### src/rtl/divider_recon.sv
// rtl/divider_recon.sv - iterative shift-add rebuild of dividend = quotient * divisor + remainder
//
// Takes a (quotient, divisor, remainder) triple from the constant divider and
// rebuilds the dividend, one quotient bit per clock, SERIES cycles per result.
//
// Optional feature macro: DIVIDER_RECON_CHECK_EN
//   defined     : match=1 in DONE when dividend == DIVIDEND and remainder < divisor
//   not defined : match tied to 0, no comparison registers
//
// Ports:
//   clk        rising-edge clock
//   rstn       asynchronous reset, active-high
//   in_valid   input triple valid
//   in_ready   unit can accept a triple (IDLE only)
//   merchant   quotient [SERIES-1:0]
//   divisor    divisor [M-1:0]
//   remainder  remainder [M-1:0]
//   out_valid  result valid (DONE)
//   out_ready  downstream accepts result
//   dividend   reconstructed dividend [P-1:0], registered
//   match      self-check flag, registered
module divider_recon #(
  parameter int            N        = 6,
  parameter int            M        = 4,
  parameter int            SERIES   = 5,
  parameter logic [N-1:0]  DIVIDEND = {N{1'b1}},
  localparam int           P        = SERIES + M + 1
) (
  input  logic              clk,
  input  logic              rstn,
  input  logic              in_valid,
  output logic              in_ready,
  input  logic [SERIES-1:0] merchant,
  input  logic [M-1:0]      divisor,
  input  logic [M-1:0]      remainder,
  output logic              out_valid,
  input  logic              out_ready,
  output logic [P-1:0]      dividend,
  output logic              match
);

  localparam int                CNT_W    = (SERIES > 1) ? $clog2(SERIES) : 1;
  localparam logic [CNT_W-1:0]  CNT_LAST = CNT_W'(SERIES - 1);

  typedef enum logic [1:0] {
    IDLE,
    CALC,
    DONE
  } state_t;

  state_t state, state_nxt;

  logic [P-1:0]      acc;
  logic [P-1:0]      mcand;
  logic [P-1:0]      acc_sum;
  logic [SERIES-1:0] mplier;
  logic [CNT_W-1:0]  cnt;
  logic              load;
  logic              last;

  // State register
  always_ff @(posedge clk or posedge rstn) begin
    if (rstn) begin
      state <= IDLE;
    end else begin
      state <= state_nxt;
    end
  end

  // Next state and handshake outputs
  always_comb begin
    state_nxt = state;
    in_ready  = 1'b0;
    out_valid = 1'b0;
    load      = 1'b0;
    last      = 1'b0;
    case (state)
      IDLE: begin
        in_ready = 1'b1;
        if (in_valid) begin
          load      = 1'b1;
          state_nxt = CALC;
        end
      end
      CALC: begin
        if (cnt == CNT_LAST) begin
          last      = 1'b1;
          state_nxt = DONE;
        end
      end
      DONE: begin
        out_valid = 1'b1;
        if (out_ready) begin
          state_nxt = IDLE;
        end
      end
      default: begin
        state_nxt = IDLE;
      end
    endcase
  end

  // Partial-product accumulate for the current quotient bit; the maximum
  // possible sum fits in P bits, so no carry out is lost.
  assign acc_sum = mplier[0] ? (acc + mcand) : acc;

  // Shift-add datapath
  always_ff @(posedge clk or posedge rstn) begin
    if (rstn) begin
      acc    <= '0;
      mcand  <= '0;
      mplier <= '0;
      cnt    <= '0;
    end else if (load) begin
      acc    <= {{(P-M){1'b0}}, remainder};
      mcand  <= {{(P-M){1'b0}}, divisor};
      mplier <= merchant;
      cnt    <= '0;
    end else if (state == CALC) begin
      acc    <= acc_sum;
      mcand  <= mcand << 1;
      mplier <= mplier >> 1;
      cnt    <= cnt + CNT_W'(1);
    end
  end

  // Result register: captured on the last CALC cycle so it is stable for the
  // whole of DONE, and kept afterwards until the next result lands.
  always_ff @(posedge clk or posedge rstn) begin
    if (rstn) begin
      dividend <= '0;
    end else if (last) begin
      dividend <= acc_sum;
    end
  end

`ifdef DIVIDER_RECON_CHECK_EN
  logic [M-1:0] rem_q;
  logic [M-1:0] div_q;
  logic         match_nxt;

  // The upstream operands are only guaranteed until acceptance, so the
  // remainder/divisor pair is kept locally for the final comparison.
  always_ff @(posedge clk or posedge rstn) begin
    if (rstn) begin
      rem_q <= '0;
      div_q <= '0;
    end else if (load) begin
      rem_q <= remainder;
      div_q <= divisor;
    end
  end

  assign match_nxt = (acc_sum == P'(DIVIDEND)) && (rem_q < div_q);

  always_ff @(posedge clk or posedge rstn) begin
    if (rstn) begin
      match <= 1'b0;
    end else if (last) begin
      match <= match_nxt;
    end
  end
`else
  logic unused_cfg;

  assign unused_cfg = ^DIVIDEND;
  assign match      = 1'b0;
`endif

endmodule

### config.mk
export PLATFORM = sky130hd
export DESIGN_NAME = divider_recon
export DESIGN_NICKNAME = d
export VERILOG_FILES = /design/src/rtl/divider_recon.sv
export SDC_FILE = /design/constraint.sdc
export NUM_CORES = 1
export LEC_CHECK = 0
export BUFFER_PORTS_ARGS = -buffer_cell sky130_fd_sc_hd__buf_2
export CAP_MARGIN = 20
export CORE_MARGIN = 2
export CORE_UTILIZATION = 30
export DETAILED_ROUTE_END_ITERATION = 8
export PLACE_DENSITY = 0.52
export SYNTH_ARGS = -nofsm -noshare
export SYNTH_HDL_FRONTEND = slang
export SYNTH_SLANG_ARGS = --single-unit
### constraint.sdc
create_clock -name clk -period 4.5 [get_ports clk]
set_clock_uncertainty 0.1 [all_clocks]
set_input_delay 0.45 -clock clk [delete_from_list [all_inputs] [get_ports clk]]
set_output_delay 0.45 -clock clk [all_outputs]
set_load 0.03 [all_outputs]
==> results of run 1 <==
[kinds of logic (layout without fill, tap and decap cells)]
kind of cell               Yosys count  count (layout)  share of synthesized area
adders and majority gates           12              12                    0.07287
xor gates and xnor gates             8               8                    0.03239
AOI/OAI and AO/OA                   57              57                     0.1776
DFF                                 40              40                     0.4627
buffers and inverters               17              45                    0.03181
and+or+nand+nor                     88              88                     0.1839
muxes                                8               8                    0.03702
other                                1               1                   0.001733
[cell usage after synthesis, types with 3 or more instances]
cell,number,area (sq um)
nand2_1,54,202.7
dfrtp_1,40,1001
o21ai_0,19,95.09
ha_1,11,137.6
a22oi_1,10,75.07
nor2_1,10,37.54
a21oi_1,8,40.04
clkbuf_1,8,30.03
mux2i_1,8,80.08
inv_1,6,22.52
nand3_1,6,30.03
a22o_1,5,43.79
xnor2_1,4,35.03
xor2_1,4,35.03
nand2b_1,3,18.77
[layer usage]
| metal | vias to the layer above | share of wire |
|---|---|---|
| li1 | 860 | - |
| met1 | 800 | 0.50 |
| met2 | 30 | 0.46 |
| met3 | 5 | 0.037 |
| met4 | 0 | 0.011 |
| met5 | - | 0 |
[sequential cells by signal, indices dropped and copies added, names as in the netlist]
register	cells
dividend	10
acc	10
state	2
mplier	5
cnt	3
mcand	10
[per-stage QoR]
step | setup slack (ns) | area, sq um | hold slack, ns | utilization
2_1_floorplan | 2.136 | 2163 | 0.3463 | -
3_3_place_gp | 1.941 | 2400 | 0.3597 | 0.3494
3_5_place_dp | 1.877 | 2400 | 0.3639 | 0.3494
4_1_cts | 1.865 | 2507 | 0.1934 | 0.3650
5_1_grt | 1.603 | 2507 | 0.2377 | 0.3650
6_report | 1.885 | 2507 | 0.1649 | 0.3650
[power by group through the flow]
stage               sequential [mW]  combinational [mW]  clock (mW)
floorplan                     0.667               0.669           0
global placement              0.642               0.900           0
detailed placement            0.649               0.912           0
CTS                           0.641               0.913       0.303
global route                  0.669                1.02       0.317
finish                        0.637               0.900       0.297
[worst max-delay path by stage]
stage | endpoint | slack [ns] | cells past startpoint
CTS | dividend[8] | 1.87 | 8
detailed placement | dividend[8] | 1.88 | 8
floorplan | dividend[8] | 2.14 | 8
global route | dividend[8] | 1.60 | 8
finish | dividend[8] | 1.89 | 8
global placement | dividend[8] | 1.94 | 8
[final cells by class]
type / count / area [sq um]
clock buffers: 6 / 72.57
flip-flops and latches: 40 / 1001
inverters: 6 / 22.52
clock inverters: 2 / 35.03
multi-input cells: 174 / 1094
fillers: 730 / 4362
well taps: 96 / 120.1
repair buffers: 31 / 162.7
[critical path, stage by stage (launching register included)]
cell	delay (ns)
dfrtp_1	0.41
ha_1	0.26
fa_1	0.42
a21oi_1	0.22
o21ai_0	0.14
a2111oi_0	0.41
nor2_1	0.15
mux2i_1	0.14
a211o_1	0.27
[layout by cell type (no fill, tap or decap), types with 2 or more instances in the layout]
master and count:
a22oi_1 10, and2_1 2, nor2_1 10, o21ai_0 19
o21bai_1 2, clkbuf_8 5, nand3_1 6, a22o_1 5
nand3b_1 2, xnor2_1 4, a211o_1 2, a21oi_1 8
buf_2 28, nand2b_1 3, nor2b_1 2, xor2_1 4
mux2i_1 8, buf_4 3, inv_1 6, nand2_1 54
dfrtp_1 40, a31oi_1 2, ha_1 11, nor3b_1 2
==> run metrics, run 1 <==
Tot Pwr 1.834 mW; die width 88.92 um; Row Count 30; CP arrival 2.70 ns; Setup CP Type reg -> reg; core region area 6869 sq um; H-tree depth 2; Hold Path Class in -> async; number of synthesized register bits 40; post-route minimum period 2.615 ns; Slew headroom 0.4922; total negative slack 0 ns; die area 7907 sq um; detailed-route via count 1695; first-pass GRT wire length 8128 um; clk buf depth 2; Worst-Margin Slew 0.7617 ns; Worst setup SP type flop; IO Port Bufs 28; I/O pins 30; Clock Tree Root clkbuf_8; Reg2Reg Depth 8; CTS Hold Buffers Added 0; WP data required 4.59 ns; YS warnings 0; VDD IR max 321.3 uV; initial antenna violation count 0; Worst Setup SP acc[0]; Area growth syn-to-layout 15.90%; GRT Max-Usage Layer met2; final max-slew violation count 0; Post-synth EDFFs 0; Syn Nets 260; Clock transition at path regs 0.09 ns; Seq/Total Area, Yosys 0.4627; vias in the first global route 1704; met1 Usage GRT 0.1769; via/cell ratio 4.775; DP HPWL 3293 um; layout cell share with drive strength beyond 1 0.1660; final hold vios 0; postcts setup bufs 0; Synth async-reset ratio 1.000; Tcrit/Tclk final 0.5811; fin cells 355; Main synth FF type dfrtp_1; final setup vio count 0; run status finished, final reports clean; pwr dens 731.3 nW/um^2; CTS tree built; CTS Buf Count 5; first-pass iteration count of the detailed router 4; Int Power 1.027 mW; GP Congestion 0.7501; crit-path max FO 3; clock group share of total power 0.162; Reg2Reg Launch Point acc[0]; Setup crit end kind flop; max-cap violations 0; wire length per cell 13.17 um; clock sinks 40; Global Route met2 Usage 0.2232; met3 GRT Util 0.02862; Yosys cell types 43; Worst R2R Setup Slack 1.89 ns; Psw 0.8070 mW; Post-CTS Resized 0; final WL 4677 um; LEAKAGE 1.238 nW; Switching Share 0.4401; Placed Cells 347; Sequential Power Share 0.347; n_diodes 0; pin count of the biggest net entering global routing 41; final layout net count 287; cells after synthesis 231; Max Fclk 0.3824 GHz; Initial DRC Count 63; synthesized area 2163 sq um; Gate power share 0.491; DIE HEIGHT 88.92 um; DR DRC count 0; post-route ant nets 0; GR Overflow Total 0; clk_lat worst skew 0.30 ns; synthesized area per cell 9.365 sq um; GRT Total Usage 0.1347; RSZ-0062 raised after global routing false; worst reg2reg endpoint dividend[8]; initial core utilization 0.3149
Power figures use the tool's default switching activity.
==> run 2: changes to the inputs <==
PLACE_DENSITY = 0.54   (was 0.52)
clock period = 2.2 ns   (was 4.5 ns; I/O delays follow)
==> run 2 against run 1 <==
Effect of this change:
- the flow now finishes with violations (negative setup slack)
- cell count grew 5.9%
- total power grew 120%
- sequential power grew 98%
- sequential share of layout area shrank 3.0 points
- flip-flop and latch count is the same
- global-route usage grew 0.36 points
- register-to-register slack lost 1.9 ns
- final area grew 8.2%
- combinational power grew 150%
- via count grew 5.2%
==> run metrics, run 2 (synthesis results as in run 1) <==
total negative slack -0.007032 ns; Placed Cells 363; post-route minimum period 2.207 ns; final hold vios 0; first-pass iteration count of the detailed router 4; Fin Hold WS 0.007233 ns; Slew headroom 0.5671; H-tree depth 2; GP Congestion 0.7783; Max Fclk 0.4531 GHz; core region area 6869 sq um; Tcrit/Tclk final 1.003; Clock transition at path regs 0.08 ns; post-route ant nets 0; Row Count 30; n_diodes 0; VDD IR max 787.5 uV; max-cap violations 0; fin cells 376; Setup crit end kind flop; Placement Cell Area 2529 sq um; layout cell share with drive strength beyond 1 0.2500; detailed-route via count 1783; Setup CP Type reg -> reg; CP arrival 2.32 ns; clock sinks 40; design area 2714 sq um; pin count of the biggest net entering global routing 41; Setup WS pre-CTS -0.1685 ns; Area growth syn-to-layout 25.45%; initial core utilization 0.3149; Initial DRC Count 37; final max-slew violation count 0; commonest cells after routing, fill and taps aside 54 x nand2_1, 40 x dfrtp_1, 28 x buf_2; DIE HEIGHT 88.92 um; crit-path max cell delay 0.41 ns; commonest non-fill, non-tap cell in the layout nand2_1; GRT Total Usage 0.1382; final WL 4851 um; Hold Path Class in -> reg; failing checks negative setup slack; Register Area 1001 sq um; Worst setup SP type flop; Clock Tree Root clkbuf_8; slowest CP cell dfrtp_1; RSZ-0062 raised after global routing true; WP data required 2.31 ns; GR Overflow Total 0; run status finished with violations; Multi-input gate area 1140 sq um; IO Port Bufs 28; final layout net count 308; worst path cell trace ha_1, o21ai_1, o21bai_2, nand4_1, and4_4, or3b_1, a31oi_1; LEAKAGE 1.341 nW; CTS tree built; I/O pins 30; CTS Buf Count 5; die area 7907 sq um; final setup vio count 1; final worst slack -0.007032 ns; pwr dens 1504 nW/um^2; die width 88.92 um; Util after Layout 0.3951; # fillers 714; via/cell ratio 4.742; crit-path max FO 4; largest registers acc x10, dividend x10, mcand x10; clk buf depth 2; vias in the first global route 1780; first-pass GRT wire length 8342 um; DP HPWL 3445 um; wire length per cell 12.90 um; DR DRC count 0; clk_lat worst skew 0.29 ns; initial antenna violation count 0; Worst-Margin Slew 0.6469 ns; Tot Pwr 4.081 mW
-- run 2: cell types whose count changed in the layout (fill, tap and decap cells not counted), moves of 2 or more --
cell | before | now
ha_1 | 11 | 8
buf_4 | 3 | 23
o21ai_0 | 19 | 17
ha_2 | 0 | 2
-- run 2: critical path, delay by kind of cell, from the launching register on --
family / cells / cell delay, ns
AND/OR/NAND/NOR: 3 / 0.78
AO/OA/AOI/OAI: 3 / 0.50
adder cells (fa/ha/maj): 1 / 0.34
flip-flops: 1 / 0.41
-- run 2: path summary, 6_finish.rpt --
| path | from | to | slack, ns | cells past startpoint |
|---|---|---|---|---|
| setup / recovery | acc[3] | dividend[9] | -0.007 | 7 |
| min in group asynchronous | rstn | mplier[1] | 0.49 | 4 |
| max in group asynchronous | rstn | dividend[5] | 1.13 | 4 |
| setup reg to reg | acc[3] | dividend[9] | -0.007 | 7 |
| hold reg to reg | dividend[1] | dividend[1] | 0.37 | 2 |
| hold / removal | out_ready | state[1] | 0.007 | 2 |
-- run 2: report_power, final --
part | leakage (nW) | internal, mW | switching, mW
clock network | 0.0552 | 0.337 | 0.258
logic | 0.771 | 0.964 | 1.27
registers | 0.515 | 1.04 | 0.219
-- run 2: layer usage --
layer / up-vias / routed length [um] / GRT usage
li1: 898 / - / -
met1: 850 / 2427 / 0.1821
met2: 30 / 2181 / 0.2293
met3: 5 / 185 / 0.02862
met4: 0 / 58 / 0.04132
met5: - / 0 / 0
-- run 2: cell type report --
cell class              instances  area share
multi-input cells             174      0.4200
flip-flops and latches         40      0.3688
repair buffers                 52      0.1189
well taps                      96     0.04426
clock buffers                   6     0.02674
clock inverters                 2     0.01291
inverters                       6    0.008299
-- run 2: repair_timing --
action / CTS / global route
hold buffers: 1 / 0
endpoints found under the setup margin: 3 / 6
pin swaps: 7 / 2
setup buffers: 1 / 3
endpoints found under the hold margin: 40 / 0
resized for setup: 3 / 4
==> run 3: changes to the inputs <==
BUFFER_PORTS_ARGS = -buffer_cell sky130_fd_sc_hd__buf_4   (was -buffer_cell sky130_fd_sc_hd__buf_2)
CELL_PAD_IN_SITES_DETAIL_PLACEMENT = 1   (was unset)
CELL_PAD_IN_SITES_GLOBAL_PLACEMENT = 2   (was unset)
PLACE_DENSITY = 0.76   (was 0.54)
==> run 3 against run 2 <==
Effect of this change:
- the flow still finishes with violations (negative setup slack)
- sequential share of layout area fell by 1.9 points
- via count rose by 3.0%
- worst setup slack got worse by 0.0059 ns
- global-route usage rose by 2.1 points
- die area did not move
- combinational power rose by 13%
- worst hold slack improved by 0.0019 ns
- critical path depth rose by 1
- cell count rose by 2.1%
- register-to-register slack barely moved
- clock power fell by 19%
- critical endpoint is now dividend[8]
- largest power group unchanged
==> run metrics, run 3 (synthesis results as in run 1) <==
vias in the first global route 1966; CTS Buf Count 5; Reg2Reg Depth 8; Setup WS pre-CTS -0.1662 ns; n_diodes 0; via/cell ratio 4.784; clk buf depth 2; depth of the worst hold-timing path 3; clk_lat worst skew 0.30 ns; initial core utilization 0.3149; RSZ-0062 raised after global routing true; LEAKAGE 1.392 nW; die area 7907 sq um; final layout net count 317; GP Congestion 0.7596; Setup CP Type reg -> reg; detailed-route via count 1837; Clock Tree Root clkbuf_8; first-pass iteration count of the detailed router 4; IO Port Bufs 28; DR DRC count 0; H-tree depth 2; CP arrival 2.30 ns; largest registers acc x10, dividend x10, mcand x10; CTS tree built; commonest non-fill, non-tap cell in the layout buf_4; DP HPWL 4007 um; core region area 6869 sq um; Fin Hold WS 0.009102 ns; pin count of the biggest net entering global routing 41; Max Fclk 0.4519 GHz; Clock transition at path regs 0.08 ns; failing checks negative setup slack; crit-path max FO 3; GR Overflow Total 0; DIE HEIGHT 88.92 um; Row Count 30; # fillers 811; Area growth syn-to-layout 32.50%; first-pass GRT wire length 9528 um; post-route ant nets 0; clock sinks 40; Worst-Margin Slew 0.6373 ns; Slew headroom 0.5736; Setup crit end kind flop; initial antenna violation count 0; Tcrit/Tclk final 1.006; post-route minimum period 2.213 ns; layout cell share with drive strength beyond 1 0.2882; run status finished with violations; I/O pins 30; final hold vios 0; Hold Path Class in -> reg; Initial DRC Count 53; pwr dens 1496 nW/um^2; WP data required 2.28 ns; wire length per cell 14.79 um; final WL 5680 um; die width 88.92 um; Worst R2R Setup Slack -0.01 ns; GRT Total Usage 0.1589; VDD IR max 531.9 uV; commonest cells after routing, fill and taps aside 58 x buf_4, 54 x nand2_1, 39 x dfrtp_1; final worst slack -0.01293 ns; Worst setup SP type flop; final max-slew violation count 0; final setup vio count 2; max-cap violations 0
## run 3: per-stage QoR
step	setup TNS (ns)	power (mW)	util	std cells	instance area, sq um
floorplan	-0.05220	2.750	-	231	2172
global placement	-0.2812	3.518	0.3838	368	2636
detailed placement	-0.3690	3.586	0.3838	368	2636
CTS	-0.04280	4.224	0.4098	381	2815
global route	-0.3486	4.688	0.4173	384	2867
finish	-0.02199	4.289	0.4173	384	2867
## run 3: report_power, final
part / switching (mW) / leakage [nW] / internal (mW) / total, mW
Clock: 0.269 / 0.0400 / 0.215 / 0.484
Sequential: 0.253 / 0.514 / 1.04 / 1.29
Combinational: 1.34 / 0.838 / 1.17 / 2.52
## run 3: timing repair
action,CTS,global route
endpoints found under the hold margin,41,0
buffers inserted,4,3
resized for setup,6,8
hold buffers,2,0
pin swaps,7,5
setup endpoints to repair,4,7
## run 3: area by class of cell
class | instances | area, sq um | area share
Clock buffer | 5 | 68.82 | 0.02401
Timing Repair Buffer | 61 | 466.7 | 0.1628
Multi-Input combinational cell | 174 | 1174 | 0.4094
Tap cell | 96 | 120.1 | 0.04190
Inverter | 6 | 22.52 | 0.007857
Clock inverter | 2 | 12.51 | 0.004365
Sequential cell | 40 | 1002 | 0.3496
## run 3: worst paths after layout
| path | from | end |
|---|---|---|
| max | acc[1] | dividend[8] |
| min in group asynchronous | rstn | mplier[1] |
| max in group asynchronous | rstn | dividend[3] |
| max reg2reg | acc[1] | dividend[8] |
| min reg2reg | dividend[1] | dividend[1] |
| min | merchant[4] | mplier[4] |
## run 3: critical path, stage by stage, from the launching register on
cell and delay [ns]:
dfrtp_1 0.43, buf_4 0.16, fa_2 0.40, a21oi_2 0.17
o21ai_2 0.09, a2111oi_2 0.30, nor2_1 0.12, mux2i_1 0.13
a211o_1 0.22
## run 3: routing by layer
| metal | global-route usage | vias to the layer above | wire length (um) |
|---|---|---|---|
| li1 | - | 916 | - |
| met1 | 0.2046 | 888 | 2654 |
| met2 | 0.2673 | 26 | 2791 |
| met3 | 0.03601 | 7 | 161 |
| met4 | 0.04683 | 0 | 71 |
| met5 | 0 | - | 0 |
